<file path="config.mk">
export PLATFORM = sky130hd
export DESIGN_NAME = alu_share_arb_flat
export DESIGN_NICKNAME = d
export VERILOG_FILES = /design/src/rtl/alu_share_arb_if.sv /design/src/rtl/alu_share_arb.sv /design/src/flat_wrapper.sv
export SDC_FILE = /design/constraint.sdc
export NUM_CORES = 1
export LEC_CHECK = 0
export ABC_AREA = 1
export BUFFER_PORTS_ARGS = -buffer_cell sky130_fd_sc_hd__buf_2
export CAP_MARGIN = 20
export CORE_AREA = 3 3 119 121
export DETAILED_ROUTE_END_ITERATION = 8
export DIE_AREA = 0 0 122 124
export GPL_ROUTABILITY_DRIVEN = 0
export PLACE_DENSITY = 0.63
export SLEW_MARGIN = 15
export SYNTH_ARGS = -nofsm -noshare
export SYNTH_HDL_FRONTEND = slang
export SYNTH_SLANG_ARGS = --single-unit
</file>
<file path="constraint.sdc">
create_clock -name clk -period 2.1 [get_ports clk]
set_clock_uncertainty 0.2 [all_clocks]
set_input_delay 0 -clock clk [delete_from_list [all_inputs] [get_ports clk]]
set_output_delay 0 -clock clk [all_outputs]
set_load 0.005 [all_outputs]
</file>
<file path="src/rtl/alu_share_arb_if.sv">
// Request/response bundle between the two ALU requesters, the response consumer
// and the shared-ALU arbiter.
interface alu_share_arb_if #(
  parameter int REG_WIDTH = 32
);
  logic                 req_valid_0;
  logic                 req_valid_1;
  logic [REG_WIDTH-1:0] req_in1_0;
  logic [REG_WIDTH-1:0] req_in1_1;
  logic [REG_WIDTH-1:0] req_in2_0;
  logic [REG_WIDTH-1:0] req_in2_1;
  logic [3:0]           req_ctrl_0;
  logic [3:0]           req_ctrl_1;
  logic                 req_ready_0;
  logic                 req_ready_1;
  logic                 rsp_valid;
  logic [REG_WIDTH-1:0] rsp_data;
  logic                 rsp_id;
  logic                 rsp_ready;

  modport master (
    output req_valid_0, req_valid_1, req_in1_0, req_in1_1, req_in2_0, req_in2_1,
           req_ctrl_0, req_ctrl_1, rsp_ready,
    input  req_ready_0, req_ready_1, rsp_valid, rsp_data, rsp_id
  );

  modport slave (
    input  req_valid_0, req_valid_1, req_in1_0, req_in1_1, req_in2_0, req_in2_1,
           req_ctrl_0, req_ctrl_1, rsp_ready,
    output req_ready_0, req_ready_1, rsp_valid, rsp_data, rsp_id
  );
endinterface

</file>
<file path="src/rtl/alu_share_arb.sv">
// Round-robin arbiter sharing one execute-stage ALU between two requesters, with a
// one-entry backpressured result register tagged by the winning requester.
module alu_share_arb #(
  parameter int REG_WIDTH = 32,
  parameter int CNT_WIDTH = 16
) (
  input  logic                 clk,
  input  logic                 reset_b,
  alu_share_arb_if.slave       bus,
  output logic [REG_WIDTH-1:0] alu_in1,
  output logic [REG_WIDTH-1:0] alu_in2,
  output logic [3:0]           alu_control,
  input  logic [REG_WIDTH-1:0] alu_result,
  output logic [CNT_WIDTH-1:0] grant_cnt_0,
  output logic [CNT_WIDTH-1:0] grant_cnt_1
);
  localparam logic [3:0]           CTRL_ADD = 4'b0010;
  localparam logic [CNT_WIDTH-1:0] CNT_MAX  = {CNT_WIDTH{1'b1}};
  localparam logic [CNT_WIDTH-1:0] CNT_ONE  = {{(CNT_WIDTH-1){1'b0}}, 1'b1};

  logic                 rsp_valid_r;
  logic [REG_WIDTH-1:0] rsp_data_r;
  logic                 rsp_id_r;
  logic                 prio_r;
  logic [CNT_WIDTH-1:0] cnt_0_r;
  logic [CNT_WIDTH-1:0] cnt_1_r;
  logic                 can_issue_s;
  logic                 grant_0_s;
  logic                 grant_1_s;
  logic                 any_grant_s;

  assign can_issue_s = !rsp_valid_r || bus.rsp_ready;
  assign any_grant_s = grant_0_s || grant_1_s;

  // Grant selection; no grants while reset is asserted or the output register is stuck.
  always_comb begin
    grant_0_s = 1'b0;
    grant_1_s = 1'b0;
    if (reset_b && can_issue_s) begin
      if (bus.req_valid_0 && bus.req_valid_1) begin
        grant_0_s = !prio_r;
        grant_1_s = prio_r;
      end else begin
        grant_0_s = bus.req_valid_0;
        grant_1_s = bus.req_valid_1;
      end
    end else begin
      grant_0_s = 1'b0;
      grant_1_s = 1'b0;
    end
  end

  // Operand/control mux to the shared ALU; idle value is a deterministic 0 + 0.
  always_comb begin
    alu_in1     = {REG_WIDTH{1'b0}};
    alu_in2     = {REG_WIDTH{1'b0}};
    alu_control = CTRL_ADD;
    case ({grant_1_s, grant_0_s})
      2'b01: begin
        alu_in1     = bus.req_in1_0;
        alu_in2     = bus.req_in2_0;
        alu_control = bus.req_ctrl_0;
      end
      2'b10: begin
        alu_in1     = bus.req_in1_1;
        alu_in2     = bus.req_in2_1;
        alu_control = bus.req_ctrl_1;
      end
      default: begin
        alu_in1     = {REG_WIDTH{1'b0}};
        alu_in2     = {REG_WIDTH{1'b0}};
        alu_control = CTRL_ADD;
      end
    endcase
  end

  // Output register and round-robin pointer; a grant always refills, even while draining.
  always_ff @(posedge clk or negedge reset_b) begin
    if (!reset_b) begin
      rsp_valid_r <= 1'b0;
      rsp_data_r  <= {REG_WIDTH{1'b0}};
      rsp_id_r    <= 1'b0;
      prio_r      <= 1'b0;
    end else if (any_grant_s) begin
      rsp_valid_r <= 1'b1;
      rsp_data_r  <= alu_result;
      rsp_id_r    <= grant_1_s;
      prio_r      <= !grant_1_s;
    end else if (rsp_valid_r && bus.rsp_ready) begin
      rsp_valid_r <= 1'b0;
    end
  end

  // Saturating per-requester grant counters.
  always_ff @(posedge clk or negedge reset_b) begin
    if (!reset_b) begin
      cnt_0_r <= {CNT_WIDTH{1'b0}};
      cnt_1_r <= {CNT_WIDTH{1'b0}};
    end else begin
      if (grant_0_s && (cnt_0_r != CNT_MAX)) cnt_0_r <= cnt_0_r + CNT_ONE;
      if (grant_1_s && (cnt_1_r != CNT_MAX)) cnt_1_r <= cnt_1_r + CNT_ONE;
    end
  end

  assign bus.req_ready_0 = grant_0_s;
  assign bus.req_ready_1 = grant_1_s;
  assign bus.rsp_valid   = rsp_valid_r;
  assign bus.rsp_data    = rsp_data_r;
  assign bus.rsp_id      = rsp_id_r;
  assign grant_cnt_0     = cnt_0_r;
  assign grant_cnt_1     = cnt_1_r;
endmodule

</file>
<file path="src/flat_wrapper.sv">
// flat-port wrapper written by rule: the top's interface ports become plain ports
module alu_share_arb_flat 
#(
  parameter int REG_WIDTH = 32,
  parameter int CNT_WIDTH = 16
)
  (clk, reset_b, alu_in1, alu_in2, alu_control, alu_result, grant_cnt_0, grant_cnt_1, bus_req_valid_0, bus_req_valid_1, bus_req_in1_0, bus_req_in1_1, bus_req_in2_0, bus_req_in2_1, bus_req_ctrl_0, bus_req_ctrl_1, bus_rsp_ready, bus_req_ready_0, bus_req_ready_1, bus_rsp_valid, bus_rsp_data, bus_rsp_id);
  alu_share_arb_if #(.REG_WIDTH(REG_WIDTH)) bus_i ();
  input  logic clk;
  input  logic reset_b;
  output logic [REG_WIDTH-1:0] alu_in1;
  output logic [REG_WIDTH-1:0] alu_in2;
  output logic [3:0] alu_control;
  input  logic [REG_WIDTH-1:0] alu_result;
  output logic [CNT_WIDTH-1:0] grant_cnt_0;
  output logic [CNT_WIDTH-1:0] grant_cnt_1;
  input wire logic [$bits(bus_i.req_valid_0)-1:0] bus_req_valid_0;
  input wire logic [$bits(bus_i.req_valid_1)-1:0] bus_req_valid_1;
  input wire logic [$bits(bus_i.req_in1_0)-1:0] bus_req_in1_0;
  input wire logic [$bits(bus_i.req_in1_1)-1:0] bus_req_in1_1;
  input wire logic [$bits(bus_i.req_in2_0)-1:0] bus_req_in2_0;
  input wire logic [$bits(bus_i.req_in2_1)-1:0] bus_req_in2_1;
  input wire logic [$bits(bus_i.req_ctrl_0)-1:0] bus_req_ctrl_0;
  input wire logic [$bits(bus_i.req_ctrl_1)-1:0] bus_req_ctrl_1;
  input wire logic [$bits(bus_i.rsp_ready)-1:0] bus_rsp_ready;
  output wire logic [$bits(bus_i.req_ready_0)-1:0] bus_req_ready_0;
  output wire logic [$bits(bus_i.req_ready_1)-1:0] bus_req_ready_1;
  output wire logic [$bits(bus_i.rsp_valid)-1:0] bus_rsp_valid;
  output wire logic [$bits(bus_i.rsp_data)-1:0] bus_rsp_data;
  output wire logic [$bits(bus_i.rsp_id)-1:0] bus_rsp_id;
  assign bus_i.req_valid_0 = bus_req_valid_0;
  assign bus_i.req_valid_1 = bus_req_valid_1;
  assign bus_i.req_in1_0 = bus_req_in1_0;
  assign bus_i.req_in1_1 = bus_req_in1_1;
  assign bus_i.req_in2_0 = bus_req_in2_0;
  assign bus_i.req_in2_1 = bus_req_in2_1;
  assign bus_i.req_ctrl_0 = bus_req_ctrl_0;
  assign bus_i.req_ctrl_1 = bus_req_ctrl_1;
  assign bus_i.rsp_ready = bus_rsp_ready;
  assign bus_req_ready_0 = bus_i.req_ready_0;
  assign bus_req_ready_1 = bus_i.req_ready_1;
  assign bus_rsp_valid = bus_i.rsp_valid;
  assign bus_rsp_data = bus_i.rsp_data;
  assign bus_rsp_id = bus_i.rsp_id;
  alu_share_arb #(.REG_WIDTH(REG_WIDTH), .CNT_WIDTH(CNT_WIDTH)) u_core (.clk(clk), .reset_b(reset_b), .bus(bus_i), .alu_in1(alu_in1), .alu_in2(alu_in2), .alu_control(alu_control), .alu_result(alu_result), .grant_cnt_0(grant_cnt_0), .grant_cnt_1(grant_cnt_1));
endmodule
</file>
# [Yosys cells after proc, flatten, opt, wreduce, memory -nomap -nowiden]
# Cells that the tools add are included.
[classes] add_sub_neg=2 eq_ne=4 n_mux=9 reduce_logical=11
[op_table] cell="case mux 32 bit (2 select lines)" count=2
[op_table] cell="adder 16 x 1 -> 16 bit, second input constant" count=2
[op_table] cell="!= test 16 bit, second input constant" count=2
[op_table] cell="case mux 4 bit (2 select lines)" count=1
[op_table] cell="2-to-1 mux 1 bit" count=6
[op_table] cell="logical AND 1 bit" count=5
[op_table] cell="logical NOT 1 bit" count=3
[op_table] cell="equality test 2 x 1 -> 1 bit, second input constant" count=1
[op_table] cell="equality test 2 bit, second input constant" count=1
[op_table] cell="logical OR 1 bit" count=2
[op_table] cell="nonzero test 2 bit" count=1
[word_totals] regBits=67 out_inout_bits=136 elab_cells=32

# [Longest topological paths before layout]
[depth] ltp_word=6 mapped_depth=11 depth_no_buf=9

# [Worst setup path after synthesis]
# OpenSTA, ideal clock, no wires.
[synth_timing] path_type="register -> output" from="register u_core.rsp_valid_r, in the netlist u_core.bus.rsp_valid" to="output port alu_control[2]" arrival_ns=1.800 required_ns=1.900 path_slack_ns=0.100 stages_incl_launch_ff=10 path_buffers=2 cell_sequence="dfrtp_1 -> nand2_1 -> nand2_1 -> nor2_4 -> inv_2 -> ha_1 -> inv_2 -> clkbuf_1 -> buf_1 -> a21oi_1"
[synth_between] elab_chain_len=6 word_cells_on_any_way=8 classes_between="2 x eq/ne; 3 x mux; 3 x reduce/logical"
[synth_rtl] element="start, declared" line="alu_share_arb.sv:21" text="logic rsp_valid_r;"
[synth_rtl] element="start signal, assigned" line="alu_share_arb.sv:80" text="rsp_valid_r <= 1'b0;"
[synth_rtl] element="start signal, assigned" line="alu_share_arb.sv:85" text="rsp_valid_r <= 1'b1;"
[synth_rtl] element="start signal, assigned" line="alu_share_arb.sv:90" text="rsp_valid_r <= 1'b0;"
[synth_rtl] element="logical NOT 1 bit (*)" line="alu_share_arb.sv:32" text="assign can_issue_s = !rsp_valid_r || bus.rsp_ready;"
[synth_rtl] element="logical OR 1 bit (*)" line="alu_share_arb.sv:32"
[synth_rtl] element="logical AND 1 bit (*)" line="alu_share_arb.sv:39" text="if (reset_b && can_issue_s) begin"
[synth_rtl] element="2-to-1 mux 1 bit (*)" line="alu_share_arb.sv:39"
[synth_rtl] element="via bus_req_ready_0" line="flat_wrapper.sv:26" text="output wire logic [$bits(bus_i.req_ready_0)-1:0] bus_req_ready_0;"
[synth_rtl] element="equality test 2 bit / equality test 2 x 1 -> 1 bit (equally long branches)" line="alu_share_arb.sv:58" text="case ({grant_1_s, grant_0_s})"
[synth_rtl] element="case mux 4 bit (2 select lines) (*)" line="alu_share_arb.sv:58"
[synth_rtl] element="end, declared" line="flat_wrapper.sv:13" text="output logic [3:0] alu_control;"
# Mark *: on every way through the listed nets, which the timed path passes. The rest lies on a longest branch.

# [Final worst setup path]
[layout_timing] from="register u_core.rsp_valid_r, in the netlist u_core.bus.rsp_valid" to="output port alu_in1[26]"
[layout_between] elab_chain_len=6 word_cells_on_any_way=8 classes_between="2 x eq/ne; 3 x mux; 3 x reduce/logical"
[layout_rtl] element="logical NOT 1 bit (*)" line="alu_share_arb.sv:32"
[layout_rtl] element="logical OR 1 bit (*)" line="alu_share_arb.sv:32"
[layout_rtl] element="logical AND 1 bit (*)" line="alu_share_arb.sv:39"
[layout_rtl] element="2-to-1 mux 1 bit" line="alu_share_arb.sv:39"
[layout_rtl] element="equality test 2 bit / equality test 2 x 1 -> 1 bit (equally long branches)" line="alu_share_arb.sv:58"
[layout_rtl] element="case mux 32 bit (2 select lines) (*)" line="alu_share_arb.sv:58"
[layout_rtl] element="end, declared" line="flat_wrapper.sv:11" text="output logic [REG_WIDTH-1:0] alu_in1;"
# Mark *: on every way between the ends. The rest lies on a longest branch, timed or not.

==> results.sh <==
export IMPL_start_util_pct=33.0
export IMPL_final_area_sq_um=7690
export IMPL_cts_root_buf="clkbuf_16"
export IMPL_max_cap_violations=0
export IMPL_grt_pass1_vias=5268
export IMPL_r2r_slack_ns=-0.02
export IMPL_die_w_um=122
export IMPL_cts_tree="done"
export IMPL_vias=5755
export IMPL_synth_compound_area_share_pct=9.13
export IMPL_hold_violations=0
export IMPL_criticalPathCategory="register to primary output"
export IMPL_cts_made_buffers=9
export IMPL_first_iter_violations=283
export IMPL_crit_chain="a21boi_2 -> nand3_4 -> buf_6 -> ha_4 -> buf_12 -> clkbuf_16 -> nand2_1 -> a21oi_1 -> buf_2"
export IMPL_layout_drive_gt1_share_pct=44.7
export IMPL_required_ns=1.90
export IMPL_portBuffers=308
export IMPL_clock_fmax_ghz=0.448
export IMPL_r2r_end="u_core.bus.rsp_valid"
export IMPL_ctsHtreeMaxLevel=3
export IMPL_clkTransAtPathRegs_ns=0.05
export IMPL_final_core_util_pct=58.3
export IMPL_tightestPinTransition_ns=0.585
export IMPL_peakVddDrop_v=0.000520
export IMPL_hpwl_mm=12.8
export IMPL_grt_start_max_net_pins=64
export IMPL_r2r_start="u_core.bus.rsp_valid"
export IMPL_ys_types=30
export IMPL_synthSimpleGateAreaFrac_pct=42.3
export IMPL_slowest_stage="dfrtp_1"
export IMPL_ys_seq_area_share_pct=38.5
export IMPL_synthMuxAreaShare_pct=0
export IMPL_wirelength_mm=18.7
export IMPL_dr_pass1_iters=6
export IMPL_yosysTopAreaCellShare_pct=38.5
export IMPL_postSynthNetCount=853
export IMPL_fin_crit_ns=2.23
export IMPL_grt_pass1_wl_mm=26.2
export IMPL_clock_path_buffers=2
export IMPL_synth_most_common_cell="nand2_1"
export IMPL_rows=42
export IMPL_critPathArrivalTime_ns=2.03
export IMPL_die_y_um=124
export IMPL_slew_headroom_pct=61.0
export IMPL_insertion_delay_ns=0.33
export IMPL_ys_ff_latch=67
export IMPL_core_area_sq_um=13200
export IMPL_rsz0062_at_grt="true"
export IMPL_synthCells=675
export IMPL_async_flop_share_pct=100
export IMPL_p_per_area_nw_per_um2=666
export IMPL_cpPeakStageDelay_ns=0.42
export IMPL_crit_family="buffers and inverters"
export IMPL_vias_per_cell=4.66
export IMPL_cts_sinks=67
export IMPL_grt_overflow_total=0
export IMPL_gr_usage_all_layers_pct=22.0
export IMPL_critPathCaptureType="primary output"
export IMPL_io_pins=309
export IMPL_synth_edf_count=0
export IMPL_ys_top_cells_by_count="nand2_1, a21oi_1, dfrtp_1, nor2_1, clkbuf_1"
export IMPL_synth_largest_area_cell="dfrtp_1"
export IMPL_hp_class="primary input to register"
export IMPL_ant_nets=0
export IMPL_wire_per_inst_um=15.1
export IMPL_critPathLaunch="u_core.bus.rsp_valid"
export IMPL_crit_fanout=14
export IMPL_critPathBufInv=4
export IMPL_post_route_period_util_pct=106
export IMPL_syn_to_final_growth_pct=76.5
export IMPL_finalNetCount=1231
export IMPL_start_kind="register"
export IMPL_crit_end="alu_in1[26]"
export IMPL_antenna_found_initial=4
export IMPL_synth_area_leaders="dfrtp_1, nand2_1, a21oi_1"
export IMPL_drv_slew=0
export IMPL_leakagePower_nw=4.12
export IMPL_synthFlopType="dfrtp_1"
export IMPL_worstSetupPathDepth=9
export IMPL_syn_avg_cell_area_sq_um=6.45
export IMPL_synth_area_sq_um=4360
export IMPL_violations="negative setup slack"
export IMPL_final_setup_viol_count=69
export IMPL_outcome="complete, but fails checks"
export IMPL_die_area_sq_um=15100
export IMPL_yosysWarnings=0
export IMPL_drc=0
export IMPL_place_area_sq_um=6230
export IMPL_reg2reg_depth=13
export IMPL_fin_ws_ns=-0.130
export IMPL_synthXorXnorAreaFrac_pct=2.81
export IMPL_holdWs_ns=0.0760
export IMPL_synthAdderAreaFrac_pct=1.44
export IMPL_synth_top_family_by_area="simple AND/OR/NAND/NOR gates"
==> layer usage <==
metal  up-vias  wire, um  GRT usage, %
met5         -        39             0
met1      2615      7330          26.6
li1       2876         -             -
met2       223      9560          38.4
met3        35      1440          5.95
met4         6       318          6.23
==> tightest hold or removal path: cells and delay by family <==
kind | cells | cell delay, ns
buffers and inverters | 3 | 0.29
AO/OA/AOI/OAI | 2 | 0.16
AND/OR/NAND/NOR | 1 | 0.11
==> what timing repair did <==
item / 4_1_cts / 5_1_grt
buffers inserted: 23 / 6
gates cloned: 2 / 6
pin swaps: 8 / 17
hold buffers: 35 / 0
setup endpoints to repair: 68 / 148
resized for setup: 27 / 75
endpoints found under the hold margin: 100 / 0
==> worst min path at each step <==
stage                         start  slack [ns]  cells past startpoint                endpoint
global route          bus_rsp_ready        0.10                      6       u_core.bus.rsp_id
global placement            reset_b       -0.36                      1  u_core.grant_cnt_0[15]
detailed placement          reset_b       -0.36                      1       u_core.bus.rsp_id
finish                bus_rsp_ready        0.08                      6       u_core.bus.rsp_id
CTS                 bus_req_valid_0        0.06                      5       u_core.bus.rsp_id
floorplan                   reset_b       -0.50                      0  u_core.bus.rsp_data[0]
==> layout by cell type (no fill, tap or decap), drive strengths merged <==
master / instances
clkinv: 3
clkbuf: 17
nand4: 10
o21ai: 5
dlygate4sd3: 35
xnor2: 8
xor2: 6
a21boi: 1
bufinv: 2
a21oi: 68
nand3: 20
nor3: 1
nand2: 386
ha: 5
bufbuf: 1
diode: 1
nand3b: 2
a221o: 1
dfrtp: 67
nor2: 34
buf: 360
inv: 26
==> flip-flops by register name (all words and copies together), names as in the netlist <==
register and count:
u_core.grant_cnt_1 16, u_core.grant_cnt_0 16, u_core.bus.rsp_valid 1, u_core.bus.rsp_data 32, u_core.prio_r 1, u_core.bus.rsp_id 1
==> metrics by stage <==
stage	total power, mW	TNS, ns	worst slack (ns)	instances
finish	5.12	-5.25	-0.130	1235
global route	5.46	-10.59	-0.217	1235
CTS	5.00	-1.41	-0.0752	1224
detailed placement	3.13	0	0.0851	1148
global placement	3.12	0	0.103	1148
floorplan	2.38	0	0.0996	675
==> kinds of logic (layout without fill, tap and decap cells) <==
family          count (synthesis)  after routing
simple gates                  453            453
compound gates                 75             75
buf+inv                        61            444
flops                          67             67
xor+xnor                       14             14
fa+ha+maj                       5              5
other cells                     0              1
==> layout make-up <==
type / count / area [sq um]
Antenna cell: 1 / 2.50
Clock buffer: 12 / 246
Clock inverter: 4 / 73.8
Fill cell: 1193 / 5500
Inverter: 27 / 114
Multi-Input combinational cell: 547 / 2730
Sequential cell: 67 / 1680
Tap cell: 176 / 220
Timing Repair Buffer: 401 / 2630
==> power breakdown <==
group | switching (mW) | internal (mW)
clock | 0.558 | 1.07
sequential | 0.218 | 1.54
combinational | 0.867 | 0.867
(Power assumes the default switching activity.)
